<file path="src/rtl/mole_game_ctrl_if.sv">
// Game-control side-band bundle between the button/start front end,
// the mole game controller and the VGA display stage.
interface mole_game_ctrl_if;
   logic       start;
   logic [4:0] btn;
   logic [2:0] mole_position;
   logic       mole_visible;
   logic       guess_correct;
   logic       guess_wrong;
   logic       game_over;
   logic [3:0] digit_1;
   logic [3:0] digit_2;
   logic [2:0] lives_left;

   // Driver side: issues start/button pulses, observes game state.
   modport master (
      output start, btn,
      input  mole_position, mole_visible, guess_correct, guess_wrong,
             game_over, digit_1, digit_2, lives_left
   );

   // Controller side.
   modport slave (
      input  start, btn,
      output mole_position, mole_visible, guess_correct, guess_wrong,
             game_over, digit_1, digit_2, lives_left
   );
endinterface

</file>
<file path="src/rtl/mole_game_ctrl.sv">
// Whack-a-mole game controller: picks pseudo-random mole holes, times the
// mole window and the gap between moles, scores hits in BCD (saturating at
// 99) and counts down lives. Every output is a flop.
module mole_game_ctrl #(
   parameter int          MOLE_TICKS = 50000000,
   parameter int          GAP_TICKS  = 10000000,
   parameter int          LIVES      = 3,
   parameter logic [15:0] LFSR_SEED  = 16'hACE1
) (
   input  logic           clk,
   input  logic           rst,
   mole_game_ctrl_if.slave gif
);

   typedef enum logic [2:0] {
      S_IDLE,
      S_SPAWN,
      S_ACTIVE,
      S_GAP,
      S_OVER
   } state_t;

   localparam int CNT_MAX = (MOLE_TICKS > GAP_TICKS) ? MOLE_TICKS : GAP_TICKS;
   localparam int CW      = $clog2(CNT_MAX + 1);

   // The no-mole interval is GAP + the single SPAWN cycle, so GAP itself
   // lasts GAP_TICKS-1 cycles and the total dark time is GAP_TICKS.
   // GAP_TICKS below 2 degenerates to one GAP cycle.
   localparam logic [CW-1:0] MOLE_LAST  = CW'(MOLE_TICKS - 1);
   localparam logic [CW-1:0] GAP_LAST   = CW'((GAP_TICKS > 1) ? GAP_TICKS - 2 : 0);
   localparam logic [2:0]    LIVES_INIT = 3'(LIVES);

   state_t        state_q, state_d;
   logic [15:0]   lfsr_q, lfsr_d;
   logic [CW-1:0] cnt_q, cnt_d;
   logic [2:0]    pos_q, pos_d;
   logic          vis_q, vis_d;
   logic          corr_q, corr_d;
   logic          wrong_q, wrong_d;
   logic          over_q, over_d;
   logic [3:0]    tens_q, tens_d;
   logic [3:0]    ones_q, ones_d;
   logic [2:0]    lives_q, lives_d;

   logic          lfsr_fb;
   logic [2:0]    cand_raw;
   logic [2:0]    cand;
   logic [2:0]    new_pos;
   logic [4:0]    hit_mask;
   logic          miss;

   // Fibonacci LFSR, taps 16,14,13,11 (right-shifting form).
   assign lfsr_fb = lfsr_q[0] ^ lfsr_q[2] ^ lfsr_q[3] ^ lfsr_q[5];
   assign lfsr_d  = {lfsr_fb, lfsr_q[15:1]};

   // Fold the 3-bit random value onto holes 0..4 and step past the current
   // hole so two consecutive moles never share a position.
   assign cand_raw = lfsr_q[2:0];
   assign cand     = (cand_raw >= 3'd5) ? cand_raw - 3'd5 : cand_raw;
   assign new_pos  = (cand != pos_q) ? cand :
                     (cand == 3'd4)  ? 3'd0 : cand + 3'd1;

   assign hit_mask = 5'd1 << pos_q;

   // Next-state, datapath and registered-output decode.
   always_comb begin
      state_d = state_q;
      cnt_d   = cnt_q;
      pos_d   = pos_q;
      tens_d  = tens_q;
      ones_d  = ones_q;
      lives_d = lives_q;
      corr_d  = 1'b0;
      wrong_d = 1'b0;
      over_d  = 1'b0;
      miss    = 1'b0;

      case (state_q)
         S_IDLE, S_OVER: begin
            if (gif.start) begin
               lives_d = LIVES_INIT;
               tens_d  = 4'd0;
               ones_d  = 4'd0;
               state_d = S_SPAWN;
            end
         end

         S_SPAWN: begin
            pos_d   = new_pos;
            cnt_d   = '0;
            state_d = S_ACTIVE;
         end

         S_ACTIVE: begin
            cnt_d = cnt_q + CW'(1);
            // A press on the final window cycle wins over the timeout.
            if (gif.btn != 5'd0) begin
               if (gif.btn == hit_mask) begin
                  corr_d  = 1'b1;
                  cnt_d   = '0;
                  state_d = S_GAP;
                  if (!(tens_q == 4'd9 && ones_q == 4'd9)) begin
                     if (ones_q == 4'd9) begin
                        ones_d = 4'd0;
                        tens_d = tens_q + 4'd1;
                     end else begin
                        ones_d = ones_q + 4'd1;
                     end
                  end
               end else begin
                  miss = 1'b1;
               end
            end else if (cnt_q == MOLE_LAST) begin
               miss = 1'b1;
            end

            if (miss) begin
               wrong_d = 1'b1;
               lives_d = lives_q - 3'd1;
               cnt_d   = '0;
               if (lives_q == 3'd1) begin
                  over_d  = 1'b1;
                  state_d = S_OVER;
               end else begin
                  state_d = S_GAP;
               end
            end
         end

         S_GAP: begin
            cnt_d = cnt_q + CW'(1);
            if (cnt_q == GAP_LAST) begin
               cnt_d   = '0;
               state_d = S_SPAWN;
            end
         end

         default: state_d = S_IDLE;
      endcase

      vis_d = (state_d == S_ACTIVE);
   end

   // State register.
   always_ff @(posedge clk or negedge rst) begin
      if (!rst) state_q <= S_IDLE;
      else      state_q <= state_d;
   end

   // Counter, LFSR, score, lives and output flops.
   always_ff @(posedge clk or negedge rst) begin
      if (!rst) begin
         lfsr_q  <= LFSR_SEED;
         cnt_q   <= '0;
         pos_q   <= 3'd0;
         vis_q   <= 1'b0;
         corr_q  <= 1'b0;
         wrong_q <= 1'b0;
         over_q  <= 1'b0;
         tens_q  <= 4'd0;
         ones_q  <= 4'd0;
         lives_q <= LIVES_INIT;
      end else begin
         lfsr_q  <= lfsr_d;
         cnt_q   <= cnt_d;
         pos_q   <= pos_d;
         vis_q   <= vis_d;
         corr_q  <= corr_d;
         wrong_q <= wrong_d;
         over_q  <= over_d;
         tens_q  <= tens_d;
         ones_q  <= ones_d;
         lives_q <= lives_d;
      end
   end

   assign gif.mole_position = pos_q;
   assign gif.mole_visible  = vis_q;
   assign gif.guess_correct = corr_q;
   assign gif.guess_wrong   = wrong_q;
   assign gif.game_over     = over_q;
   assign gif.digit_1       = tens_q;
   assign gif.digit_2       = ones_q;
   assign gif.lives_left    = lives_q;

endmodule

</file>
<file path="src/flat_wrapper.sv">
// flat-port wrapper written by rule: the top's interface ports become plain ports
module mole_game_ctrl_flat 
#(
   parameter int          MOLE_TICKS = 50000000,
   parameter int          GAP_TICKS  = 10000000,
   parameter int          LIVES      = 3,
   parameter logic [15:0] LFSR_SEED  = 16'hACE1
)
  (clk, rst, gif_start, gif_btn, gif_mole_position, gif_mole_visible, gif_guess_correct, gif_guess_wrong, gif_game_over, gif_digit_1, gif_digit_2, gif_lives_left);
  mole_game_ctrl_if gif_i ();
  input  logic clk;
  input  logic rst;
  input wire logic [$bits(gif_i.start)-1:0] gif_start;
  input wire logic [$bits(gif_i.btn)-1:0] gif_btn;
  output wire logic [$bits(gif_i.mole_position)-1:0] gif_mole_position;
  output wire logic [$bits(gif_i.mole_visible)-1:0] gif_mole_visible;
  output wire logic [$bits(gif_i.guess_correct)-1:0] gif_guess_correct;
  output wire logic [$bits(gif_i.guess_wrong)-1:0] gif_guess_wrong;
  output wire logic [$bits(gif_i.game_over)-1:0] gif_game_over;
  output wire logic [$bits(gif_i.digit_1)-1:0] gif_digit_1;
  output wire logic [$bits(gif_i.digit_2)-1:0] gif_digit_2;
  output wire logic [$bits(gif_i.lives_left)-1:0] gif_lives_left;
  assign gif_i.start = gif_start;
  assign gif_i.btn = gif_btn;
  assign gif_mole_position = gif_i.mole_position;
  assign gif_mole_visible = gif_i.mole_visible;
  assign gif_guess_correct = gif_i.guess_correct;
  assign gif_guess_wrong = gif_i.guess_wrong;
  assign gif_game_over = gif_i.game_over;
  assign gif_digit_1 = gif_i.digit_1;
  assign gif_digit_2 = gif_i.digit_2;
  assign gif_lives_left = gif_i.lives_left;
  mole_game_ctrl #(.MOLE_TICKS(MOLE_TICKS), .GAP_TICKS(GAP_TICKS), .LIVES(LIVES), .LFSR_SEED(LFSR_SEED)) u_core (.clk(clk), .rst(rst), .gif(gif_i));
endmodule
</file>
<file path="config.mk">
export PLATFORM = sky130hd
export DESIGN_NAME = mole_game_ctrl_flat
export DESIGN_NICKNAME = d
export VERILOG_FILES = /design/src/rtl/mole_game_ctrl_if.sv /design/src/rtl/mole_game_ctrl.sv /design/src/flat_wrapper.sv
export SDC_FILE = /design/constraint.sdc
export NUM_CORES = 1
export LEC_CHECK = 0
export ABC_AREA = 1
export ABC_CLOCK_PERIOD_IN_PS = 4150
export BUFFER_PORTS_ARGS = -buffer_cell sky130_fd_sc_hd__buf_4
export CORE_UTILIZATION = 35
export CTS_CLUSTER_SIZE = 10
export DETAILED_ROUTE_END_ITERATION = 6
export PLACE_DENSITY = 0.62
export SYNTH_ARGS = -nofsm -noshare
export SYNTH_HDL_FRONTEND = slang
export SYNTH_SLANG_ARGS = --single-unit
</file>
<file path="constraint.sdc">
create_clock -name clk -period 4.15 [get_ports clk]
set_input_delay 0.83 -clock clk [delete_from_list [all_inputs] [get_ports clk]]
set_output_delay 0.83 -clock clk [all_outputs]
set_load 0.005 [all_outputs]
</file>
Word-level counts from Yosys, hierarchy flattened. Cells that the tools add are included.

Reductions and logical operators: 9. Multiplexer cells: 41. Equal/unequal tests: 19. Shift-type cells: 1. Magnitude comparators: 1. Add/sub/neg operators: 6. Bitwise gates (word level): 3.

Operator list (number): $mux 26 (4); $pmux 26 s3 (1); $mux 4 (9); $mux 3 (11); $add 26x1->26 const B (1); $eq 26x24->1 const B (1); $eq 26x26->1 const B (1); $pmux 4 s2 (2); $mux 1 (12); $pmux 3 s4 (1); $eq 3x2->1 const B (3); $add 4x1->4 const B (2); $eq 4x4->1 const B (2); $ne 2x1->1 const B (4); $eq 3x1->1 const B (2); $eq 3x3->1 const B (2); $pmux 3 s2 (1); $reduce_and 6->1 (1); $eq 5x5->1 (1); $reduce_and 5->1 (1); $reduce_bool 5->1 (1); $shl 1x3->5 const A (1); $ne 2x2->1 const B (2); $add 3x1->3 const B (1); other kinds (11) (13).

Logic and storage cells: 91. Register bits after elaboration: 63. Output and inout bits: 18.

Longest topological paths before layout.
Depth in word-level cells: 8. Gate-level depth with buffers: 15. Mapped depth without buffers: 15.

Worst setup path before layout. No wires, ideal clock.

Path type: register to register. Start: reg u_core.lfsr_q[0]. End: reg u_core.pos_q[2], in the netlist u_core.gif.mole_position[2]. Clock period less this slack: 1806 ps. Cell stages (with the launch flop): 15. Path buffers: 0. Path slack: 2344 ps. Arrival: 1741 ps. Cells stage by stage: dfstp_2 > inv_1 > ha_1 > nor2_1 > nand2_1 > nand2_1 > inv_1 > ha_1 > inv_1 > nor2_1 > nor2_1 > nand3_1 > nand2_1 > nand2_1 > nand2_1.

Word-level cells in the longest chain between the ends: 5. Elaborated cells on any way between the ends: 8. Classes of those cells: 2 x add/sub; 1 x order compare; 2 x eq/ne; 3 x mux.

RTL lines: start, declared (RTL line mole_game_ctrl.sv:34) `logic [15:0] lfsr_q, lfsr_d;`; start signal, assigned (RTL line mole_game_ctrl.sv:164) `lfsr_q <= lfsr_d;`; $sub 3x3->3 or $ge 3x3->1 (tied branches) (RTL line mole_game_ctrl.sv:59) `assign cand = (cand_raw >= 3'd5) ? cand_raw - 3'd5 : cand_raw;`; $mux 3 (*) (RTL line mole_game_ctrl.sv:59); $add 3x1->3 or $eq 3x3->1 (tied branches) (RTL line mole_game_ctrl.sv:61) `(cand == 3'd4) ? 3'd0 : cand + 3'd1;`; $mux 3 (RTL line mole_game_ctrl.sv:61); $mux 3 (*) (RTL line mole_game_ctrl.sv:60) `assign new_pos = (cand != pos_q) ? cand :`; end signal, assigned (RTL line mole_game_ctrl.sv:166) `pos_q <= pos_d;`; end, declared (RTL line mole_game_ctrl.sv:36) `logic [2:0] pos_q, pos_d;`.

Mark *: on every way between the ends. The rest lies on a longest branch, timed or not. A chain may end at the register's enable or synchronous reset.

Worst setup path after layout. Ends and elaborated chain as after synthesis.

==> results.py <==
metrics = {
    "outcome": {
        "outcome": "finished, final reports clean",
    },
    "die": {
        "die_w_um": 107,
        "die_h_um": 107,
        "coreArea_mm2": 0.0108,
        "io_pins": 26,
        "fp-row-count": 38,
        "die_area_mm2": 0.0115,
        "start_util_pct": 35.9,
    },
    "clock_tree": {
        "hold_buffers": 0,
        "root_buffer": "clkbuf_8",
        "cts.clk_slew.worst_paths_ns": 0.08,
        "clockBufferDepth": 2,
        "cts_sinks": 63,
        "insertion_delay_ns": 0.35,
        "cts_tree": "done",
        "htreeDepth": 3,
        "ctsResizeCount": 0,
        "cts_inserted_buffers": 9,
        "post-cts-setup-buffers": 0,
    },
    "synth": {
        "synth_edf_count": 0,
        "syn_area_per_cell_um2": 7.97,
        "syn_inst": 486,
        "synth_most_common_cell": "nand2_1",
        "synthFlopType": "dfrtp_1",
        "async_reset_ff_share_pct": 100,
        "syn_nets": 506,
        "synth_area_leaders": "dfrtp_1 34%, nand2_1 11%, dfstp_2 6.8%",
        "synth-seq-area-share_pct": 41.0,
        "netlist_area_mm2": 0.00387,
        "ys.warnings.count": 0,
        "synthTopCellsByCount": "113 x nand2_1, 68 x inv_1, 53 x dfrtp_1",
        "yosysUniqueCellTypes": 36,
        "ys_seq_elements": 63,
        "synth_top_area_share_pct": 34.3,
        "yosysTopAreaCell": "dfrtp_1",
    },
    "worst_setup_path": {
        "cp-start-kind": "flop",
        "reg2reg_slack_ns": 2.08,
        "crit_fanout": 3,
        "max_stage_delay_ns": 0.57,
        "required_ns": 4.43,
        "cpMostUsedCell": "nand2_1",
        "cp_slowest_cell": "dfstp_2",
        "worst-setup-path-type": "flop to flop",
        "crit_chain": "inv_1, ha_1, nor2_1, nand2_1, nand2_1, inv_1, ha_1, inv_1, nor2_1, nor2_1, nand3_1, nand2_1, nand2_1, nand2_1",
        "arrival_ns": 2.35,
        "cp-end-kind": "flop",
    },
    "drt": {
        "wl_per_cell_um": 12.5,
        "ant_nets": 0,
        "vias": 3201,
        "drt_wl_total_mm": 8.28,
        "drt_iter0_markers": 153,
        "dr.pass1.iters": 4,
        "drc": 0,
        "via_per_inst": 4.81,
    },
    "layout": {
        "fin_cells": 665,
        "nets": 540,
        "layout-drive-gt1-share_pct": 22.1,
        "area_growth_pct": 14.6,
        "n_antenna_cell": 0,
    },
    "global_route": {
        "grt_busiest_layer": "met2",
        "antenna_found_initial": 0,
        "grt_overflow": 0,
        "met1_usage_pct": 20.7,
        "met3_usage_pct": 3.47,
        "grt_pass1_vias": 3068,
        "grt_max_degree": 64,
        "grt_pass1_wl_mm": 14.5,
        "gr-usage-met2_pct": 26.6,
        "grtUsageTotal_pct": 16.0,
    },
    "placed_design": {
        "dp_hpwl_mm": 5.99,
        "dp_slack_ns": 2.05,
        "io_buffer_count": 25,
        "dpl.cell_count": 649,
        "gp_congestion": 0.868,
    },
    "timing": {
        "worstMarginPinSlew_ns": 0.803,
        "final.period_utilization_pct": 49.9,
        "rsz0062_at_grt": "no",
        "max-slew-margin-rel_pct": 46.4,
        "setup_viol": 0,
        "tns_ns": 0,
        "period_minus_slack_ns": 2.07,
        "finalMaxSlewViolations": 0,
        "worst_slack_ns": 2.08,
        "hold_viol": 0,
        "max_freq_mhz": 483,
        "finClkSkew_ns": 0.0128,
    },
    "job": {
        "maxCapViolCount": 0,
    },
    "pwr": {
        "ir_drop_mv": 0.287,
        "p_leak_nw": 2.21,
        "p_per_area_mw_per_mm2": 484,
    },
    "min_path": {
        "hold_class": "flop to flop",
    },
}
where the power goes:
group / leakage (nW) / internal, W / switching [W] / total (W)
registers: 0.830 / 0.000695 / 0.0000745 / 0.000770
logic: 1.27 / 0.000269 / 0.000511 / 0.000780
clock network: 0.114 / 0.000340 / 0.000258 / 0.000599
total: 2.21 / 0.00130 / 0.000844 / 0.00215
stage by stage:
stage	total power [W]	util, %	cell area, um^2	hold WS [ns]
6_report	0.00215	41.1	4440	0.350
5_1_grt	0.00231	41.1	4440	0.371
4_1_cts	0.00218	41.1	4440	0.352
3_5_place_dp	0.00157	39.1	4220	0.337
3_3_place_gp	0.00156	39.1	4220	0.336
2_1_floorplan	0.00134	-	3870	0.331
path summary, 6_finish.rpt:
kind | start | endpoint | depth (start not counted)
setup / recovery | u_core.lfsr_q[0] | u_core.gif.mole_position[2] | 14
hold / removal | u_core.lfsr_q[8] | u_core.lfsr_q[7] | 0
setup reg to reg | u_core.lfsr_q[0] | u_core.gif.mole_position[2] | 14
hold reg to reg | u_core.lfsr_q[8] | u_core.lfsr_q[7] | 0
max in group asynchronous | rst | u_core.gif.game_over | 1
min in group asynchronous | rst | u_core.cnt_q[9] | 1
layer usage:
layer  share of wire, %  vias to the layer above
li1                   -                     1633
met1                 48                     1514
met2                 47                       47
met3                3.7                        7
met4                1.0                        0
met5                  0                        -
sequential cells by signal, indices dropped and copies added, names as in the netlist:
register                  cells
u_core.cnt_q                 26
u_core.gif.mole_visible       1
u_core.gif.digit_2            4
u_core.gif.guess_wrong        1
u_core.state_q                3
u_core.gif.mole_position      3
u_core.lfsr_q                16
u_core.gif.guess_correct      1
u_core.gif.digit_1            4
u_core.gif.game_over          1
u_core.gif.lives_left         3
placed cells by master, fill, tap and decap left out, types with 2 or more instances in the layout:
cell type,n
nand2_1,113
inv_1,68
dfrtp_1,53
nand3_1,44
nor2_1,37
buf_4,26
o21ai_1,19
o21ai_0,12
nand2_2,12
ha_1,12
nand4_1,11
nand3_2,11
dfstp_2,10
a21oi_1,9
clkbuf_8,9
or2_2,8
o22ai_1,8
nor2_4,7
xor2_1,7
nand2_4,6
inv_2,6
nor2_2,5
nor3_1,5
nand3_4,4
nand3b_1,3
xnor2_1,3
clkinv_2,2
bufinv_16,2
clkinv_4,2
layout make-up:
type | count | area, um^2
Inverter | 74 | 278
Fill cell | 1086 | 6360
Clock buffer | 9 | 124
Tap cell | 140 | 175
Timing Repair Buffer | 26 | 195
Clock inverter | 7 | 96.3
Multi-Input combinational cell | 346 | 1980
Sequential cell | 63 | 1590
cell families after synthesis:
logic type      after synthesis  share of synthesized area (%)
simple gates                271                           37.1
compound gates               52                           7.40
fa+ha+maj                    12                           3.88
buf+inv                      77                           7.85
xor+xnor                     11                           2.68
flops                        63                           41.0
worst max-delay path, delay by kind of cell, from the launching register on:
kind	cells	cell delay, ns
adder cells (fa/ha/maj)	2	0.48
buffers and inverters	3	0.20
flip-flops	1	0.57
AND/OR/NAND/NOR	9	0.76
No activity file was read; power rests on OpenSTA's default activity.
